==> src/rtl/weight_load_sched_if.sv <==
// Weight stream handshake: one WEIGHT_WIDTH beat per cycle, lane 0 first, valid/ready.
`ifndef WEIGHT_WIDTH
`define WEIGHT_WIDTH 8
`endif

interface weight_load_sched_if #(
    parameter int WEIGHT_WIDTH = `WEIGHT_WIDTH
);
    logic                    wt_valid;
    logic [WEIGHT_WIDTH-1:0] wt_data;
    logic                    wt_ready;

    modport master (output wt_valid, output wt_data, input  wt_ready);
    modport slave  (input  wt_valid, input  wt_data, output wt_ready);
endinterface

==> src/rtl/weight_load_sched.sv <==
// Stages weight beats into a DIM_C-lane buffer and commits sets to w_out; first compute DIM_C+2 cycles after start.
// Stream backpressure: wt_ready drops while a full set waits for commit, and once every set has been fetched.
`ifndef DIM_C
`define DIM_C 4
`endif
`ifndef WEIGHT_WIDTH
`define WEIGHT_WIDTH 8
`endif

module weight_load_sched #(
    parameter int DIM_C        = `DIM_C,
    parameter int WEIGHT_WIDTH = `WEIGHT_WIDTH
) (
    input  logic                                 clk,
    input  logic                                 rst,
    input  logic                                 start,
    input  logic [15:0]                          num_tiles,
    input  logic [15:0]                          tile_len,
    weight_load_sched_if.slave                   wt,
    output logic [DIM_C-1:0][WEIGHT_WIDTH-1:0]   w_out,
    output logic                                 w_commit,
    output logic                                 compute_en,
    output logic                                 busy,
    output logic                                 done
);
    localparam int LW = (DIM_C > 1) ? $clog2(DIM_C) : 1;

    typedef enum logic [2:0] {S_IDLE, S_FILL, S_RUN, S_STALL, S_DONE} state_t;

    state_t state, state_nxt;
    logic [15:0] nt, tl;
    logic [15:0] lane_cnt, fetched, tiles_done, cyc_cnt;
    logic [DIM_C-1:0][WEIGHT_WIDTH-1:0] stage;
    logic stage_full;
    logic commit, last_cyc, final_tile, accept;

    // 17-bit compares so tl/nt near 16'hFFFF never wrap
    assign last_cyc   = ({1'b0, cyc_cnt} + 17'd1) == {1'b0, tl};
    assign final_tile = ({1'b0, tiles_done} + 17'd1) == {1'b0, nt};
    assign accept     = wt.wt_valid & wt.wt_ready;

    always_ff @(posedge clk) begin
        if (rst) state <= S_IDLE;
        else     state <= state_nxt;
    end

    always_comb begin
        state_nxt = state;
        commit    = 1'b0;
        case (state)
            S_IDLE: begin
                if (start) begin
                    if (num_tiles != 16'd0 && tile_len != 16'd0) state_nxt = S_FILL;
                    else                                         state_nxt = S_DONE;
                end
            end
            S_FILL, S_STALL: begin
                if (stage_full) begin
                    commit    = 1'b1;
                    state_nxt = S_RUN;
                end
            end
            S_RUN: begin
                if (last_cyc) begin
                    if (final_tile)      state_nxt = S_DONE;
                    else if (stage_full) commit    = 1'b1;
                    else                 state_nxt = S_STALL;
                end
            end
            S_DONE:  state_nxt = S_IDLE;
            default: state_nxt = S_IDLE;
        endcase
    end

    always_comb begin
        compute_en  = (state == S_RUN);
        busy        = (state != S_IDLE);
        done        = (state == S_DONE);
        wt.wt_ready = (state == S_FILL || state == S_RUN || state == S_STALL)
                      && !stage_full && (fetched < nt);
    end

    // accept needs !stage_full and commit needs stage_full, so they never collide
    always_ff @(posedge clk) begin
        if (rst) begin
            nt         <= '0;
            tl         <= '0;
            lane_cnt   <= '0;
            fetched    <= '0;
            tiles_done <= '0;
            cyc_cnt    <= '0;
            stage      <= '0;
            stage_full <= 1'b0;
            w_out      <= '0;
            w_commit   <= 1'b0;
        end else begin
            w_commit <= commit;
            if (state == S_IDLE && start) begin
                nt         <= num_tiles;
                tl         <= tile_len;
                lane_cnt   <= '0;
                fetched    <= '0;
                tiles_done <= '0;
                cyc_cnt    <= '0;
                stage_full <= 1'b0;
            end else begin
                if (accept) begin
                    stage[lane_cnt[LW-1:0]] <= wt.wt_data;
                    if (lane_cnt == 16'(DIM_C - 1)) begin
                        lane_cnt   <= '0;
                        stage_full <= 1'b1;
                        fetched    <= fetched + 16'd1;
                    end else begin
                        lane_cnt <= lane_cnt + 16'd1;
                    end
                end
                if (commit) begin
                    w_out      <= stage;
                    stage_full <= 1'b0;
                    cyc_cnt    <= '0;
                end else if (state == S_RUN) begin
                    cyc_cnt <= cyc_cnt + 16'd1;
                end
                if (state == S_RUN && last_cyc) tiles_done <= tiles_done + 16'd1;
            end
        end
    end
endmodule

==> src/flat_wrapper.sv <==
// flat-port wrapper written by rule: the top's interface ports become plain ports
module weight_load_sched_flat 
#(
    parameter int DIM_C        = `DIM_C,
    parameter int WEIGHT_WIDTH = `WEIGHT_WIDTH
)
  (clk, rst, start, num_tiles, tile_len, w_out, w_commit, compute_en, busy, done, wt_wt_valid, wt_wt_data, wt_wt_ready);
  weight_load_sched_if #(.WEIGHT_WIDTH(WEIGHT_WIDTH)) wt_i ();
  input  logic clk;
  input  logic rst;
  input  logic start;
  input  logic [15:0] num_tiles;
  input  logic [15:0] tile_len;
  output logic [DIM_C-1:0][WEIGHT_WIDTH-1:0] w_out;
  output logic w_commit;
  output logic compute_en;
  output logic busy;
  output logic done;
  input wire logic [$bits(wt_i.wt_valid)-1:0] wt_wt_valid;
  input wire logic [$bits(wt_i.wt_data)-1:0] wt_wt_data;
  output wire logic [$bits(wt_i.wt_ready)-1:0] wt_wt_ready;
  assign wt_i.wt_valid = wt_wt_valid;
  assign wt_i.wt_data = wt_wt_data;
  assign wt_wt_ready = wt_i.wt_ready;
  weight_load_sched #(.DIM_C(DIM_C), .WEIGHT_WIDTH(WEIGHT_WIDTH)) u_core (.clk(clk), .rst(rst), .start(start), .num_tiles(num_tiles), .tile_len(tile_len), .wt(wt_i), .w_out(w_out), .w_commit(w_commit), .compute_en(compute_en), .busy(busy), .done(done));
endmodule
==> config.mk <==
export PLATFORM = sky130hd
export DESIGN_NAME = weight_load_sched_flat
export DESIGN_NICKNAME = d
export VERILOG_FILES = /design/src/rtl/weight_load_sched_if.sv /design/src/rtl/weight_load_sched.sv /design/src/flat_wrapper.sv
export SDC_FILE = /design/constraint.sdc
export NUM_CORES = 1
export LEC_CHECK = 0
export CORE_UTILIZATION = 52
export DETAILED_ROUTE_END_ITERATION = 12
export PLACE_DENSITY_LB_ADDON = 0.25
export SLEW_MARGIN = 20
export SYNTH_ARGS = -nofsm -noshare
export SYNTH_HDL_FRONTEND = slang
export SYNTH_SLANG_ARGS = --single-unit
==> constraint.sdc <==
create_clock -name clk -period 2.9 [get_ports clk]
set_clock_uncertainty 0.05 [all_clocks]
set_input_delay 0.435 -clock clk [delete_from_list [all_inputs] [get_ports clk]]
set_output_delay 0.435 -clock clk [all_outputs]
set_load 0.05 [all_outputs]
; ---- Word-level counts from Yosys, hierarchy flattened
; Cells that the tools add are included.
[classes]
n_addsub = 6
order_cmp = 3
eq_ne = 11
n_mux = 15
bitwise = 2
n_reduce_logical = 20
[ops]
columns = cell, count
row1 = adder 16 x 1 -> 16 bit (second input constant), 4
row2 = adder 16 x 1 -> 17 bit (second input constant), 2
row3 = equality test 17 x 16 -> 1 bit, 2
row4 = bitwise mux 32 bit, 1
row5 = nonzero test 16 bit, 2
row6 = 2-to-1 mux 3 bit, 6
row7 = demux 8 bit (select 2 bit), 1
row8 = equality test 16 x 2 -> 1 bit (second input constant), 1
row9 = less-than comparator 16 bit, 1
row10 = 2-to-1 mux 16 bit, 1
row11 = one-hot mux 3 bit (3 select lines), 1
row12 = 2-to-1 mux 8 bit, 1
row13 = equality test 3 x 2 -> 1 bit (second input constant), 2
row14 = logical AND 1 bit, 6
row15 = AND reduction 2 bit, 3
row16 = inequality test 2 x 1 -> 1 bit (second input constant), 2
row17 = AND reduction 4 bit, 1
row18 = OR reduction 2 bit, 2
row19 = equality test 3 x 1 -> 1 bit (second input constant), 1
row20 = equality test 3 bit (second input constant), 1
row21 = logical NOT 3 bit, 1
row22 = less-than comparator 2 x 3 -> 1 bit (second input constant), 1
row23 = 2-to-1 mux 1 bit, 3
row24 = inequality test 3 bit (second input constant), 1
row25 = 9 further kinds, 10
[totals]
ff_bits = 165

; ---- Logic depth before layout (Yosys ltp)
; Gate-level depths: netlist of run 1.
[depth]
ltp_word = 7
mapped_depth = 12

; ---- Worst setup path after synthesis of run 1
; Ideal clock, no wire load.
[synth_timing]
path_kind = reg-to-output
from = reg u_core.nt[5]
to = out wt_wt_ready
arrival_time_ns = 2.568
t_required_ns = 2.415
slack_ns = -0.153
stages_incl_launch_ff = 8
cell_sequence = dfxtp_1 -> inv_1 -> ha_1 -> a21o_1 -> a221o_1 -> a21oi_1 -> o211ai_1 -> a21boi_0
[synth_via]
elab_chain_cells = 2
[synth_lines]
columns = element, line
row1 = "start, declared", weight_load_sched.sv:31  ; logic [15:0] nt, tl;
row2 = "start signal, assigned", weight_load_sched.sv:99  ; nt <= num_tiles;
row3 = less-than comparator 16 bit, weight_load_sched.sv:80  ; && !stage_full && (fetched < nt);
row4 = logical AND 1 bit, weight_load_sched.sv:80
row5 = "end, declared", flat_wrapper.sv:21  ; output wire logic [$bits(wt_i.wt_ready)-1:0] wt_wt_ready;
; No other way between the ends.

; ---- Worst setup path in the final report of run 1
[layout_timing]
from = reg u_core.tiles_done[1]
to = reg u_core.w_out[10] (netlist bit)
[layout_via]
elab_chain_cells = 6
[layout_lines]
columns = element, line
row1 = "start, declared", weight_load_sched.sv:32  ; logic [15:0] lane_cnt, fetched, tiles_done, cyc_cnt;
row2 = "start signal, assigned", weight_load_sched.sv:124  ; if (state == S_RUN && last_cyc) tiles_done <= tiles_done + 16'd1;
row3 = adder 16 x 1 -> 17 bit, weight_load_sched.sv:39  ; assign final_tile = ({1'b0, tiles_done} + 17'd1) == {1'b0, nt};
row4 = equality test 17 x 16 -> 1 bit, weight_load_sched.sv:39
row5 = 2-to-1 mux 1 bit, weight_load_sched.sv:65  ; if (final_tile) state_nxt = S_DONE;
row6 = 2-to-1 mux 1 bit, weight_load_sched.sv:64  ; if (last_cyc) begin
row7 = one-hot mux 1 bit (2 select lines), weight_load_sched.sv:50  ; case (state)
row8 = AND reduction 2 bit (no source line), n/a
row9 = "end signal, assigned", weight_load_sched.sv:118  ; w_out <= stage;
row10 = "end, declared", weight_load_sched.sv:20  ; output logic [DIM_C-1:0][WEIGHT_WIDTH-1:0] w_out,
; No other way between the ends.
; A chain may end at the register's enable or synchronous reset.

==> results of run 1 <==
final timing paths:
| kind | to | slack (ps) | cells after the start |
|---|---|---|---|
| max | u_core.w_out[10] | -70 | 11 |
| min | u_core.stage[27] | 410 | 2 |
| max reg2reg | u_core.w_out[10] | -70 | 11 |
| min reg2reg | u_core.stage[27] | 410 | 2 |
layout by cell type (no fill, tap or decap), types with 4 or more instances in the layout:
master           netlist  final
a21o_1                 7      7
a21oi_1               67     60
a21oi_2                0      7
and2_1                 7      7
and3_1                14     13
and4_1                 7      5
buf_12                 0     10
buf_4                  4     82
buf_6                  4      9
clkbuf_16              0     18
clkdlybuf4s50_1        0     77
dfxtp_1              165    145
dfxtp_2                0     16
dfxtp_4                0      4
ha_1                  22     19
inv_1                 31     30
inv_6                  0      6
mux2i_1               62     61
nand2_1              103    101
nand2b_1              66     65
nand3_1               47     45
nand4_1               36     36
nor2_1                88     86
nor3_1                31     22
nor3_2                 0      6
nor3b_1                4      4
nor4_1                25     19
nor4_2                 1      4
o21ai_0               16     14
or3_1                 12     10
xnor2_1               47     46
xor2_1                38     38
critical path, stage by stage, from the launching register on:
cell	delay, ps
dfxtp_4	370
ha_4	130
nand4_1	200
or3_1	420
a21oi_1	250
nor4_2	90
and4_4	230
a311o_1	310
a211oi_4	300
buf_12	180
buf_12	140
mux2i_2	220
report_power, final:
part / total (W) / internal, W / switching, W / leakage (nW)
clock: 0.00216 / 0.00117 / 0.000991 / 0.272
combinational: 0.000474 / 0.000217 / 0.000257 / 2.26
sequential: 0.00234 / 0.00230 / 0.0000372 / 1.35
registers in the layout, summed over array words and instances, names as in the netlist:
register,cells
u_core.lane_cnt,16
u_core.tiles_done,16
u_core.w_commit,1
u_core.state,3
u_core.nt,16
u_core.tl,16
u_core.stage,32
u_core.fetched,16
u_core.w_out,32
u_core.cyc_cnt,16
u_core.stage_full,1
per-stage QoR:
step	util	total power [W]	setup TNS, ps	cells	hold slack [ps]
3_3_place_gp	0.625	0.00280	-611	1313	392
3_5_place_dp	0.625	0.00281	-2460	1313	401
2_1_floorplan	-	0.00263	-88.1	1009	387
5_1_grt	0.697	0.00513	-3420	1372	423
4_1_cts	0.680	0.00497	-69.0	1362	412
6_report	0.697	0.00497	-294	1372	409
layout make-up:
| class | instances | share of cell area |
|---|---|---|
| clock buffers | 19 | 0.0409 |
| clock inverters | 12 | 0.00972 |
| inverters | 32 | 0.0109 |
| multi-input cells | 748 | 0.457 |
| flip-flops and latches | 165 | 0.302 |
| well taps | 216 | 0.0244 |
| repair buffers | 180 | 0.155 |
synth_stat cells, drive strengths merged, types with 3 or more instances:
cell type and number:
dfxtp 165, nand2 103, nor2 88, a21oi 67, nand2b 66, mux2i 62, clkbuf 49, nand3 47
xnor2 47, xor2 38, nand4 36, inv 32, nor3 31, nor4 26, ha 22, o21ai 16
buf 15, and3 14, or3 12, a21o 7, and2 7, and4 7, nor3b 4, a211oi 3
or4 3
metal layers:
metal	share of wire	vias to the layer above	wire length (um)	track usage
met5	0	-	0	0
met2	0.49	214	10800	0.443
li1	-	3768	-	-
met1	0.45	3587	9880	0.332
met3	0.043	54	954	0.0533
met4	0.026	0	568	0.108
repair_timing:
action,in CTS,in global routing
hold buffers,0,0
pin swaps,18,25
setup endpoints to repair,49,103
buffers inserted,17,10
gates resized for setup,48,46
cloned,1,2
cells by family after synthesis:
logic type / count (synthesis) / synth area share
simple gates: 452 / 0.271
flops: 165 / 0.390
compound gates: 127 / 0.0970
buf+inv: 96 / 0.0483
xor+xnor: 85 / 0.0879
mux: 62 / 0.0733
fa+ha+maj: 22 / 0.0325
==> impl_metrics.env, run 1 <==
export IMPL_status="finished, violations left"
export IMPL_violations="negative setup slack"
export IMPL_cts_root_buf="clkbuf_16"
export IMPL_synth_area_sq_um=8470
export IMPL_num_rows=46
export IMPL_nets=1210
export IMPL_antenna_found_initial=0
export IMPL_synth_edf_count=0
export IMPL_totalWireLength_um=22200
export IMPL_antennaDiodeCount=0
export IMPL_final_area_sq_um=11100
export IMPL_fin_crit_sh=1.02
export IMPL_hold_path_class="register to register"
export IMPL_design_core_area_sq_um=15900
export IMPL_cp_max_fo=8
export IMPL_clkLatencyLatePin_ps=430
export IMPL_multiInputGateArea_sq_um=5060
export IMPL_place_gp_congestion=0.910
export IMPL_hpwlAfterDp_um=14800
export IMPL_worst_pin_slew_ps=763
export IMPL_dr_pass1_iters=5
export IMPL_powerDensity_nw_per_um2=449
export IMPL_clock_fmax_ghz=0.337
export IMPL_fill_cells=1248
export IMPL_drt_iter0_drc=586
export IMPL_ir_drop_uv=445
export IMPL_async_reset_ff_frac=0
export IMPL_initial_core_util=0.533
export IMPL_die_x_um=130
export IMPL_io_buffers=80
export IMPL_synth_area_leaders="dfxtp_1 (39%), mux2i_1 (7.3%), nand2b_1 (4.9%)"
export IMPL_yosysTopAreaCell="dfxtp_1"
export IMPL_cts_buffers=17
export IMPL_route_detailed_drc=0
export IMPL_crit_start="u_core.tiles_done[1]"
export IMPL_grt_pass1_wl_um=34800
export IMPL_dpl_instance_area_sq_um=9920
export IMPL_synth_cells=1009
export IMPL_hold_viol=0
export IMPL_avgSynthCellArea_sq_um=8.40
export IMPL_grt_usage=0.265
export IMPL_seq_area_sq_um=3340
export IMPL_clkTransAtPathRegs_ps=70
export IMPL_htree_levels=4
export IMPL_synth_distinct_cells=62
export IMPL_max_slew_margin=0.488
export IMPL_setup_ws_ps=-68.1
export IMPL_synth_top_area_frac=0.390
export IMPL_drt_wirelength_per_cell_um=16.2
export IMPL_layout_min_cycle_time_ps=2970
export IMPL_ys_warn_count=0
export IMPL_cts_buffer_depth=2
export IMPL_ant_nets=0
export IMPL_drive_above_1_share=0.183
export IMPL_critPathCaptureType="register"
export IMPL_post_drt_via_cell_ratio=5.56
export IMPL_ys_seq_area_frac=0.390
export IMPL_rsz0062_at_grt="true"
export IMPL_cp_start_kind="register"
export IMPL_area_delta_synth_final_pct=30.6
export IMPL_cts_sinks=165
export IMPL_grt_max_degree=78
export IMPL_die_area_sq_um=16800
export IMPL_slew_viol_final=0
export IMPL_vias=7623
export IMPL_synth_main_ff_cell="dfxtp_1"
export IMPL_syn_nets=1075
export IMPL_hp_start="u_core.stage[27]"
export IMPL_power_leakage_nw=3.87
export IMPL_worstSetupPathType="register to register"
export IMPL_cts_tree="yes"
export IMPL_cp_arrival_ps=3260
export IMPL_cp_data_required_time_ps=3200
export IMPL_io_pins=81
export IMPL_grt_pass1_vias=7213
export IMPL_setup_viol=16
export IMPL_worst_r2r_startpoint="u_core.tiles_done[1]"
export IMPL_dpl_worst_slack_ps=-101
export IMPL_maxCapViolCount=0
export IMPL_yosys_register_bits=165
export IMPL_overflow=0
export IMPL_dieHeight_um=130
No activity file was read; power rests on OpenSTA's default activity.
==> run 2: changes to the inputs <==
Settings changed: CORE_ASPECT_RATIO set to 2, CORE_MARGIN set to 2.
==> run 2 against run 1 <==
The flow still finishes with violations (negative setup slack). Die area rose by 3.5%. Sequential share of layout area increased by 0.39 points. Non-clock buffer count down 12. Via count grew 1.3%. Sequential cell count unchanged. Clock-buffer cell count is 1 lower. Critical path type unchanged. Largest power group unchanged.
==> impl_metrics.env, run 2 (same netlist as run 1, synthesis figures left out) <==
export IMPL_status="finished, violations left"
export IMPL_violations="negative setup slack"
export IMPL_hold_ws_ps=410
export IMPL_route_detailed_drc=0
export IMPL_drt_iter0_drc=351
export IMPL_clock_fmax_ghz=0.334
export IMPL_vias=7720
export IMPL_finish_utilization=0.674
export IMPL_drt_wirelength_per_cell_um=17.5
export IMPL_fin_crit_sh=1.03
export IMPL_antennaDiodeCount=0
export IMPL_io_pins=81
export IMPL_internal_power_w=0.00374
export IMPL_cp_arrival_ps=3300
export IMPL_cts_tree="yes"
export IMPL_p_switching_w=0.00136
export IMPL_die_area_sq_um=17400
export IMPL_setup_ws_ps=-97.6
export IMPL_grt_usage=0.268
export IMPL_hp_start="rst"
export IMPL_area_delta_synth_final_pct=28.2
export IMPL_r2r_end="u_core.w_out[0]"
export IMPL_fin_tns_setup_ps=-1420
export IMPL_maxCapViolCount=0
export IMPL_seq_area_sq_um=3320
export IMPL_worst_r2r_cell_count=11
export IMPL_antenna_found_initial=0
export IMPL_num_rows=66
export IMPL_rsz0062_at_grt="true"
export IMPL_grt_pass1_vias=7387
export IMPL_power_switching_share=0.266
export IMPL_design_core_area_sq_um=16100
export IMPL_cp_max_fo=4
export IMPL_cp_start_kind="register"
export IMPL_die_x_um=94.3
export IMPL_hold_path_class="input pin to register"
export IMPL_pwr_share_seq=0.459
export IMPL_combPwrFrac=0.091
export IMPL_p_clk_frac=0.450
export IMPL_htree_levels=4
export IMPL_hold_viol=0
export IMPL_ir_drop_uv=360
export IMPL_grt_max_degree=97
export IMPL_dr_pass1_iters=5
export IMPL_setup_viol=45
export IMPL_initial_core_util=0.526
export IMPL_worst_pin_slew_ps=721
export IMPL_grt_pass1_wl_um=36300
export IMPL_clkTransAtPathRegs_ps=70
export IMPL_r2r_slack_ps=-100
export IMPL_post_drt_via_cell_ratio=5.72
export IMPL_place_gp_congestion=0.942
export IMPL_dpl_instance_area_sq_um=9830
export IMPL_slew_viol_final=0
export IMPL_report_power_total_w=0.00509
export IMPL_io_buffers=80
export IMPL_worstSetupPathType="register to register"
export IMPL_cp_slowest_cell="a311o_1"
export IMPL_final_area_sq_um=10900
export IMPL_largestRegisters="u_core.stage (32), u_core.w_out (32)"
export IMPL_totalWireLength_um=23600
export IMPL_dieHeight_um=185
export IMPL_cpPeakStageDelay_ps=410
export IMPL_max_slew_margin=0.516
export IMPL_nets=1198
export IMPL_hpwlAfterDp_um=16000
export IMPL_cts_root_buf="clkbuf_16"
export IMPL_drive_above_1_share=0.154
export IMPL_power_leakage_nw=3.76
export IMPL_cp_data_required_time_ps=3200
export IMPL_cts_buffers=17
export IMPL_holdPathStages=2
export IMPL_powerDensity_nw_per_um2=469
export IMPL_layout_commonest_cell="dfxtp_1"
export IMPL_cts_buffer_depth=2
export IMPL_cts_sinks=165
export IMPL_fill_cells=1316
export IMPL_layout_min_cycle_time_ps=3000
export IMPL_cp_cell_sequence="nand4_1 -> buf_4 -> nor3_2 -> xnor2_1 -> a2111oi_4 -> o211ai_2 -> a311o_1 -> a211oi_4 -> buf_6 -> clkbuf_16 -> mux2i_1"
export IMPL_holdPathEnd="u_core.nt[1]"
export IMPL_multiInputGateArea_sq_um=4980
export IMPL_overflow=0
export IMPL_clkLatencyLatePin_ps=440
export IMPL_ant_nets=0
export IMPL_critPathCaptureType="register"
export IMPL_final_cell_mix="dfxtp_1 (155), nand2_1 (101), nor2_1 (88)"
export IMPL_worst_r2r_startpoint="u_core.cyc_cnt[3]"
[run 2: changes by cell type in the layout (fill, tap and decap cells not counted), moves of 3 or more]
cell / previous run / this run
dfxtp_2: 16 / 9
nor3_4: 3 / 0
buf_4: 82 / 76
nor3_1: 22 / 28
dfxtp_4: 4 / 1
dfxtp_1: 145 / 155
buf_6: 9 / 6
nor3_2: 6 / 3
buf_12: 10 / 4
[run 2: layer usage]
metal  wire length [um]  vias to the layer above  part of all wire  global-route usage
met5                  0                        -                 0                   0
met4                779                        0             0.033               0.118
met3                971                       56             0.041              0.0474
met2              12300                      215              0.52               0.475
met1               9540                     3701              0.41               0.310
li1                   -                     3748                 -                   -
[run 2: cell type report]
class	instances	area share
multi-input combinational	748	0.458
inverter	32	0.0111
tap	204	0.0235
clock inverter	14	0.0150
timing repair buffer	168	0.147
clock buffer	18	0.0395
sequential	165	0.306
[run 2: worst max-delay path: cells and delay by family, from the launching register on]
| family | cells | cell delay, ps |
|---|---|---|
| buffers and inverters | 3 | 550 |
| AND/OR/NAND/NOR | 2 | 400 |
| XOR/XNOR | 1 | 130 |
| AO/OA/AOI/OAI | 4 | 1190 |
| flip-flops | 1 | 370 |
| multiplexers | 1 | 220 |
[run 2: how the worst max path moves through the flow]
| stage | depth (start not counted) | endpoint | from |
|---|---|---|---|
| after CTS | 10 | u_core.w_out[20] | u_core.cyc_cnt[2] |
| after global placement | 9 | u_core.w_out[4] | u_core.cyc_cnt[2] |
| after floorplan | 12 | u_core.cyc_cnt[10] | u_core.cyc_cnt[3] |
| after detailed placement | 9 | u_core.w_out[20] | u_core.cyc_cnt[2] |
| final | 11 | u_core.w_out[0] | u_core.cyc_cnt[3] |
| after global routing | 11 | u_core.w_out[24] | u_core.cyc_cnt[5] |
[run 2: metrics by stage]
stage | instances | setup WS (ps)
detailed placement | 1299 | -239
global placement | 1299 | -146
finish | 1349 | -97.6
floorplan | 1009 | -8.81
global route | 1349 | -191
CTS | 1340 | -107
[run 2: power by group through the flow]
stage	sequential [W]	clock, W	combinational [W]
after global routing	0.00234	0.00241	0.000504
after global placement	0.00239	0	0.000423
final	0.00234	0.00229	0.000462
after CTS	0.00234	0.00231	0.000442
after detailed placement	0.00239	0	0.000429
after floorplan	0.00238	0	0.000252
[run 2: repair_timing]
action / 4_1_cts / 5_1_grt
pin swaps: 8 / 22
hold buffers: 0 / 0
setup buffers: 7 / 7
resized for setup: 20 / 38
gates cloned: 2 / 2
endpoints found under the setup margin: 50 / 114
